File: config.mk
export PLATFORM = sky130hd
export DESIGN_NAME = mips_cycle_sequencer
export DESIGN_NICKNAME = d
export VERILOG_FILES = /design/src/rtl/mips_cycle_sequencer.sv
export SDC_FILE = /design/constraint.sdc
export NUM_CORES = 1
export LEC_CHECK = 0
export ABC_AREA = 1
export BUFFER_PORTS_ARGS = -buffer_cell sky130_fd_sc_hd__buf_2
export CORE_UTILIZATION = 25
export DETAILED_ROUTE_END_ITERATION = 16
export PLACE_DENSITY = 0.53
export SYNTH_ARGS = -nofsm -noshare
export SYNTH_HDL_FRONTEND = slang
export SYNTH_SLANG_ARGS = --single-unit
export TNS_END_PERCENT = 100
File: constraint.sdc
create_clock -name clk -period 3.2 [get_ports clk]
set_input_delay 0.8 -clock clk [delete_from_list [all_inputs] [get_ports clk]]
set_output_delay 0.8 -clock clk [all_outputs]
set_load 0.005 [all_outputs]
File: src/rtl/mips_cycle_sequencer.sv
// mips_cycle_sequencer: multi-cycle control FSM for the MIPS datapath.
// Define SINGLE_STEP_EN to add the step input and the PAUSE state.
module mips_cycle_sequencer #(
    parameter int MEM_TIMEOUT = 15,
    parameter int TO_W        = 4
) (
    input  logic       clk,
    input  logic       rst_n,
    input  logic       start,
    input  logic       halt_req,
    input  logic       imem_ready,
    input  logic       dmem_ready,
    input  logic       alu_busy,
    input  logic       alu_zero,
`ifdef SINGLE_STEP_EN
    input  logic       step,
`endif
    input  logic       ctl_mem_read,
    input  logic       ctl_mem_write,
    input  logic       ctl_reg_write,
    input  logic       ctl_branch,
    input  logic       ctl_jump,
    output logic       imem_ren,
    output logic       decode_en,
    output logic       alu_en,
    output logic       dmem_ren,
    output logic       dmem_wen,
    output logic       rf_wen,
    output logic       pc_en,
    output logic [1:0] pc_src,
    output logic       busy,
    output logic       error,
    output logic [3:0] state
);

    typedef enum logic [3:0] {
        S_IDLE  = 4'd0,
        S_FETCH = 4'd1,
        S_DEC1  = 4'd2,
        S_DEC2  = 4'd3,
        S_EXEC  = 4'd4,
        S_MEM   = 4'd5,
        S_WB    = 4'd6,
        S_PCUPD = 4'd7,
        S_HALT  = 4'd8,
        S_PAUSE = 4'd9
    } state_t;

    localparam logic [TO_W-1:0] TO_LIM = TO_W'(MEM_TIMEOUT);

    state_t          st;
    state_t          nxt;
    logic [TO_W-1:0] cnt;
    logic [TO_W-1:0] cnt_inc;
    logic [TO_W-1:0] cnt_nxt;
    logic            err_nxt;
    logic [1:0]      src_nxt;

    assign cnt_inc = cnt + TO_W'(1);
    assign state   = st;

    // Counter only runs while parked on a handshake; any move clears it.
    always_comb begin
        nxt     = st;
        cnt_nxt = '0;
        err_nxt = error;
        unique case (st)
            S_IDLE: begin
                if (start)
                    nxt = S_FETCH;
            end
            S_FETCH: begin
                if (imem_ready) begin
                    nxt = S_DEC1;
                end else if (cnt_inc == TO_LIM) begin
                    nxt     = S_HALT;
                    err_nxt = 1'b1;
                end else begin
                    cnt_nxt = cnt_inc;
                end
            end
            S_DEC1: nxt = S_DEC2;
            S_DEC2: nxt = S_EXEC;
            S_EXEC: begin
                if (!alu_busy) begin
                    if (ctl_mem_read || ctl_mem_write)
                        nxt = S_MEM;
                    else if (ctl_reg_write)
                        nxt = S_WB;
                    else
                        nxt = S_PCUPD;
                end
            end
            S_MEM: begin
                if (dmem_ready) begin
                    nxt = ctl_reg_write ? S_WB : S_PCUPD;
                end else if (cnt_inc == TO_LIM) begin
                    nxt     = S_HALT;
                    err_nxt = 1'b1;
                end else begin
                    cnt_nxt = cnt_inc;
                end
            end
            S_WB: nxt = S_PCUPD;
            S_PCUPD: begin
                if (halt_req)
                    nxt = S_HALT;
                else
`ifdef SINGLE_STEP_EN
                    nxt = S_PAUSE;
`else
                    nxt = S_FETCH;
`endif
            end
            S_HALT: begin
                if (start) begin
                    nxt     = S_FETCH;
                    err_nxt = 1'b0;
                end
            end
            S_PAUSE: begin
`ifdef SINGLE_STEP_EN
                if (halt_req)
                    nxt = S_HALT;
                else if (step)
                    nxt = S_FETCH;
`else
                nxt = S_FETCH;
`endif
            end
            default: nxt = S_IDLE;
        endcase
    end

    always_comb begin
        src_nxt = 2'b00;
        if (nxt == S_PCUPD) begin
            if (ctl_jump)
                src_nxt = 2'b10;
            else if (ctl_branch && alu_zero)
                src_nxt = 2'b01;
        end
    end

    // Outputs are registered from the next state so they track st exactly.
    always_ff @(posedge clk) begin
        if (!rst_n) begin
            st        <= S_IDLE;
            cnt       <= '0;
            error     <= 1'b0;
            imem_ren  <= 1'b0;
            decode_en <= 1'b0;
            alu_en    <= 1'b0;
            dmem_ren  <= 1'b0;
            dmem_wen  <= 1'b0;
            rf_wen    <= 1'b0;
            pc_en     <= 1'b0;
            pc_src    <= 2'b00;
            busy      <= 1'b0;
        end else begin
            st        <= nxt;
            cnt       <= cnt_nxt;
            error     <= err_nxt;
            imem_ren  <= (nxt == S_FETCH);
            decode_en <= (nxt == S_DEC1) || (nxt == S_DEC2);
            alu_en    <= (nxt == S_EXEC);
            dmem_ren  <= (nxt == S_MEM) && ctl_mem_read;
            dmem_wen  <= (nxt == S_MEM) && ctl_mem_write;
            rf_wen    <= (nxt == S_WB);
            pc_en     <= (nxt == S_PCUPD);
            pc_src    <= src_nxt;
            busy      <= (nxt != S_IDLE) && (nxt != S_HALT);
        end
    end

endmodule
==> metrics, run 1 <==
fin crit share 53.90%; Fmax about 580 MHz; Worst setup startpoint state[1]; TritonRoute pass-1 iters 4; register area share after synthesis ~38%; Most used DFF post-synth dfxtp_1; Syn Nets between 100 and 150; Syn. warnings 0; crit path capture state[1]; flop-to-flop setup slack roughly 1.7 ns; largest net degree at the start of global routing 11; mux share of post-synthesis cell area 0%; most frequent cell after synthesis nand2_1; Worst-Margin Slew 0.3068 ns; CTS max path bufs 2; Pins Over Slew Limit 0; critical path's top delay family flip-flops; Rel. slew slack approximately four fifths; Synth Area in Simple Gates a little under half; num rows 22; number of synthesized flops with an enable pin 0; Layout Cells excl Fill roughly 210; total gr overflow 0; Period minus WS final 1.725 ns; post-synthesis cell count approximately 130; post-cts sizing count 0; mapped cell area about 990 um^2; vias in the first global route approximately 820; # setup viols final 0; worst hold margin ~0.44 ns; DR WL/cell 10.01 um; Post-DP Area approximately 1200 um^2; Crit-path slowest cell dfxtp_1; synth top area cells dfxtp_1 (38%), nand2_1 (9.9%), inv_1 (7.6%); RR Startpoint cnt[0]; Num CTS Buffers 3; post-synthesis compound-gate area fraction a little over 2%; Total Routing Usage GR about 11%; Avg Inst Size Synth approximately 7.4 um^2; diode count 0; Top Ports 28; Iter 0 DRT Violations 46; worst path required time approximately 2.4 ns; outcome completed; Final ANT Viol Nets 0; Starting Density a little over a quarter; crit path cell chain buf_2; kind of critical path reg2out; count of state elements after synthesis 19; Clock Root Buffer clkbuf_8; worst reg-to-reg path cell count 10; postcts setup bufs 0; static leakage 0.6326 nW; area fraction of the dominant cell type after synthesis ~38%; adder-cell share of the synthesized area under 10%; largest family of logic cells by synthesized area simple AND/OR/NAND/NOR gates; fillers ~420; Vert. Die Dim ~65 um; Core ar. approximately 3700 um^2; Vias ~900; CTS sink count 19; R2R Path End busy; PortBufs 27; RSZ-0062 raised after global routing false; DRT Wirelength ~2.1 mm; Fin. Hold Viols 0; Synth async-reset ratio 0%; crit path DAT between 0.9 and 1 ns; die width about 65 um; Layout Nets 180; CP Max Fanout 7; Detailed Place HPWL between 1.5 and 2 mm; GPL Wtd Cong ~0.8; crit end category primary output; Crit path depth 1; max-cap viol count 0; Worst-Skew Late Latency roughly 0.25 ns; vias per inst about 4.3; maximum VDD drop ~170 uV; pwr/cell area about 430 nW/um^2; CTS Hold Buffers Added 0; WP buf/inv 1; Post-route DRC 0; clk slew on worst S/H paths about 0.07 ns; Cell variety after synth 21; initial antenna violation count 0; Critical Path Start Type flip-flop; CTS tree built; share of layout cells above drive strength 1 31.10%; Setup TNS Final 0 ns; placed cells 208; max incr delay on CP around 0.50 ns; Post-synth top cells nand2_1 (26), inv_1 (20), dfxtp_1 (19), nor2_1 (18), nand3_1 (11); type of the tightest min-delay check reg2reg; Die Area roughly 4200 um^2; first-pass GRT wire length around 3.6 mm; pre-CTS setup slack 1.406 ns; Setup Skew ~0.0023 ns; final worst setup slack roughly 1.5 ns; XOR/XNOR share of the synthesized area 0%; H-tree Lvls 1; area leader, netlist dfxtp_1; P&R area growth vs syn 23.54%; final standard cell area without fillers 1221 um^2
-- cells in the final DEF (no fill, tap or decap) --
| master | count |
|---|---|
| a21oi_1 | 3 |
| buf_2 | 27 |
| clkbuf_1 | 1 |
| clkbuf_8 | 3 |
| clkinv_4 | 1 |
| dfxtp_1 | 19 |
| ha_1 | 2 |
| inv_1 | 20 |
| inv_2 | 5 |
| nand2_1 | 26 |
| nand2_2 | 2 |
| nand2_4 | 3 |
| nand3_1 | 11 |
| nand3_2 | 3 |
| nand3_4 | 2 |
| nand3b_2 | 1 |
| nand4_1 | 5 |
| nor2_1 | 18 |
| nor2_4 | 2 |
| nor3_1 | 6 |
| nor3_2 | 2 |
| nor4_1 | 1 |
| o21ai_0 | 1 |
-- metrics by stage --
stage               util, %  power (mW)
floorplan                 -      0.3320
global placement      31.65      0.3654
detailed placement    31.65      0.3654
CTS                   32.86      0.5288
global route          32.86      0.5523
finish                32.86      0.5213
-- worst min-delay path by stage --
stage | start | end | slack [ns] | cells after the start
after detailed placement | error | error | 0.44 | 2
final | error | error | 0.44 | 2
after global routing | error | error | 0.47 | 2
after floorplan | error | error | 0.44 | 2
after global placement | error | error | 0.44 | 2
after CTS | error | error | 0.45 | 2
-- routing by layer --
metal | track usage, % | share of wire (%) | vias to the layer above
li1 | - | - | 484
met1 | 13.26 | 48 | 398
met2 | 18.75 | 47 | 17
met3 | 3.873 | 4.3 | 2
met4 | 3.333 | 0.66 | 0
met5 | 0 | 0 | -
-- area by class of cell --
cell class | instances | area, um^2 | area share [%]
clock buffers | 4 | 45.04 | 3.689
inverters | 26 | 102.6 | 8.402
multi-input cells | 88 | 498.0 | 40.78
flip-flops and latches | 19 | 380.4 | 31.15
well taps | 48 | 60.06 | 4.918
repair buffers | 27 | 135.1 | 11.07
-- state kept, by name, summed over array words and instances, names as in the netlist --
signal,cells
cnt,4
state,4
pc_src,2
alu_en,1
busy,1
decode_en,1
dmem_ren,1
dmem_wen,1
error,1
imem_ren,1
pc_en,1
rf_wen,1
-- power by group --
part / internal (mW) / total [mW] / leakage (nW) / switching, mW
registers: 0.248 / 0.257 / 0.154 / 0.00979
logic: 0.0374 / 0.101 / 0.456 / 0.0633
clock network: 0.0884 / 0.163 / 0.0228 / 0.0748
-- cells by family (layout without fill, tap and decap cells) --
logic type / count (synthesis) / in the layout
compound gates: 4 / 4
fa+ha+maj: 2 / 2
buf+inv: 27 / 57
simple gates: 82 / 82
flops: 19 / 19
Power figures use the tool's default switching activity.
==> run 2: changes to the inputs <==
==> constraint.sdc (replaced) <==
create_clock -name clk -period 1.6 [get_ports clk]
set_input_delay 0.4 -clock clk [delete_from_list [all_inputs] [get_ports clk]]
set_output_delay 0.4 -clock clk [all_outputs]
set_load 0.005 [all_outputs]
==> metrics, run 2 (synthesized netlist as in run 1, its figures left out) <==
clk slew on worst S/H paths around 0.070 ns; diode count 0; initial antenna violation count 0; Fmax ~700 MHz; pre-CTS setup slack 0.1691 ns; commonest non-fill, non-tap cell in the layout buf_2; Vias 923; die width 64.88 um; Starting Density between 20% and 30%; Total Routing Usage GR a little over a tenth; kind of critical path reg2reg; outcome completed; Setup TNS Final 0 ns; Core ar. about 3700 um^2; num rows 22; Vert. Die Dim around 65 um; Rel. slew slack between 70 and 80%; area of the multi-input gates 498.0 um^2; RSZ-0062 raised after global routing false; DRT Wirelength 2.007 mm; crit path DAT 1.56 ns; vias per inst between 4 and 5; Die Area about 4200 um^2; fin crit share just under 90%; max incr delay on CP 0.38 ns; CTS sink count 19; Post-route DRC 0; area occupied by registers 381.6 um^2; Critical Path Start Type flip-flop; final worst setup slack approximately 0.18 ns; Layout Nets between 150 and 200; Num CTS Buffers 3; Setup Skew about 0.0026 ns; vias in the first global route 859; most frequent cells in the layout buf_2 (27), nand2_1 (26), inv_1 (20); share of layout cells above drive strength 1 a little under a third; maximum VDD drop around 420 uV; Period minus WS final about 1.4 ns; H-tree Lvls 1; largest net degree at the start of global routing 11; CTS Hold Buffers Added 0; CTS max path bufs 2; CP dominant cell by count nand2_1; type of the tightest min-delay check in2reg; Detailed Place HPWL roughly 1.7 mm; Crit-path slowest cell dfxtp_1; P&R area growth vs syn 23.67%; Final ANT Viol Nets 0; first-pass GRT wire length ~3.5 mm; CTS tree built; Worst-Margin Slew between 0.3 and 0.4 ns; Pins Over Slew Limit 0; static leakage between 0.6 and 0.7 nW; Worst-Skew Late Latency 0.25 ns; Post-DP Area 1176 um^2; final standard cell area without fillers ~1200 um^2; pwr/cell area 846.1 nW/um^2; CP Max Fanout 4; total gr overflow 0; crit path cell chain ha_1 > inv_1 > nand2_1 > nand3_1 > inv_1 > nand3_1 > nand2_1 > nand2_1 > nand2_1 > nand3_1; total power draw roughly 1.0 mW; crit end category flip-flop; Fin. Hold Viols 0; fin util about a third; Iter 0 DRT Violations 26; Top Ports 28; critical path's top delay family simple AND/OR/NAND/NOR gates; DR WL/cell between 9 and 10 um; GPL Wtd Cong 0.7842; # setup viols final 0; max-cap viol count 0; TritonRoute pass-1 iters 4; Clock Root Buffer clkbuf_8; fillers approximately 420; worst path required time around 1.7 ns; WP buf/inv 2; PortBufs 27
-- run 2: worst reg2reg max path, cell delays in order, from the launching register on --
cell	delay [ns]
dfxtp_1	0.38
ha_1	0.18
inv_1	0.04
nand2_1	0.06
nand3_1	0.06
inv_1	0.09
nand3_1	0.08
nand2_1	0.06
nand2_1	0.12
nand2_1	0.15
nand3_1	0.08
-- run 2: worst paths after layout --
| kind | end | from | cells after the start | slack (ns) |
|---|---|---|---|---|
| setup / recovery | busy | cnt[1] | 10 | 0.18 |
| hold / removal | pc_src[1] | ctl_jump | 3 | 0.38 |
| hold reg to reg | error | error | 2 | 0.45 |
| setup reg to reg | busy | cnt[1] | 10 | 0.18 |
-- run 2: where the power goes --
part	switching, mW	internal, mW	leakage [nW]
Sequential	0.0199	0.495	0.155
Combinational	0.124	0.0748	0.456
Clock	0.144	0.177	0.0228
Total	0.287	0.747	0.633
-- run 2: routing by layer --
| layer | GRT usage, % | vias to the layer above | share of wire (%) |
|---|---|---|---|
| met3 | 3.169 | 0 | 3.5 |
| li1 | - | 481 | - |
| met4 | 1.667 | 0 | 0 |
| met2 | 18.75 | 19 | 50 |
| met5 | 0 | - | 0 |
| met1 | 12.69 | 423 | 46 |
-- run 2: per-stage QoR --
| stage | hold WS, ns | std cells |
|---|---|---|
| after floorplan | 0.4418 | 134 |
| after global placement | 0.4356 | 208 |
| after detailed placement | 0.4400 | 208 |
| after CTS | 0.3714 | 212 |
| after global routing | 0.3942 | 212 |
| final | 0.3779 | 212 |
-- run 2: area by class of cell --
type / count / share of cell area (%)
multi-input cells: 88 / 40.74
flip-flops and latches: 19 / 31.22
repair buffers: 27 / 11.05
inverters: 26 / 8.393
well taps: 48 / 4.913
clock buffers: 4 / 3.685
-- run 2: repair_timing --
item,4_1_cts,5_1_grt
resized for setup,0,1
endpoints found under the hold margin,0,0
endpoints found under the setup margin,0,2
buffers inserted,0,0
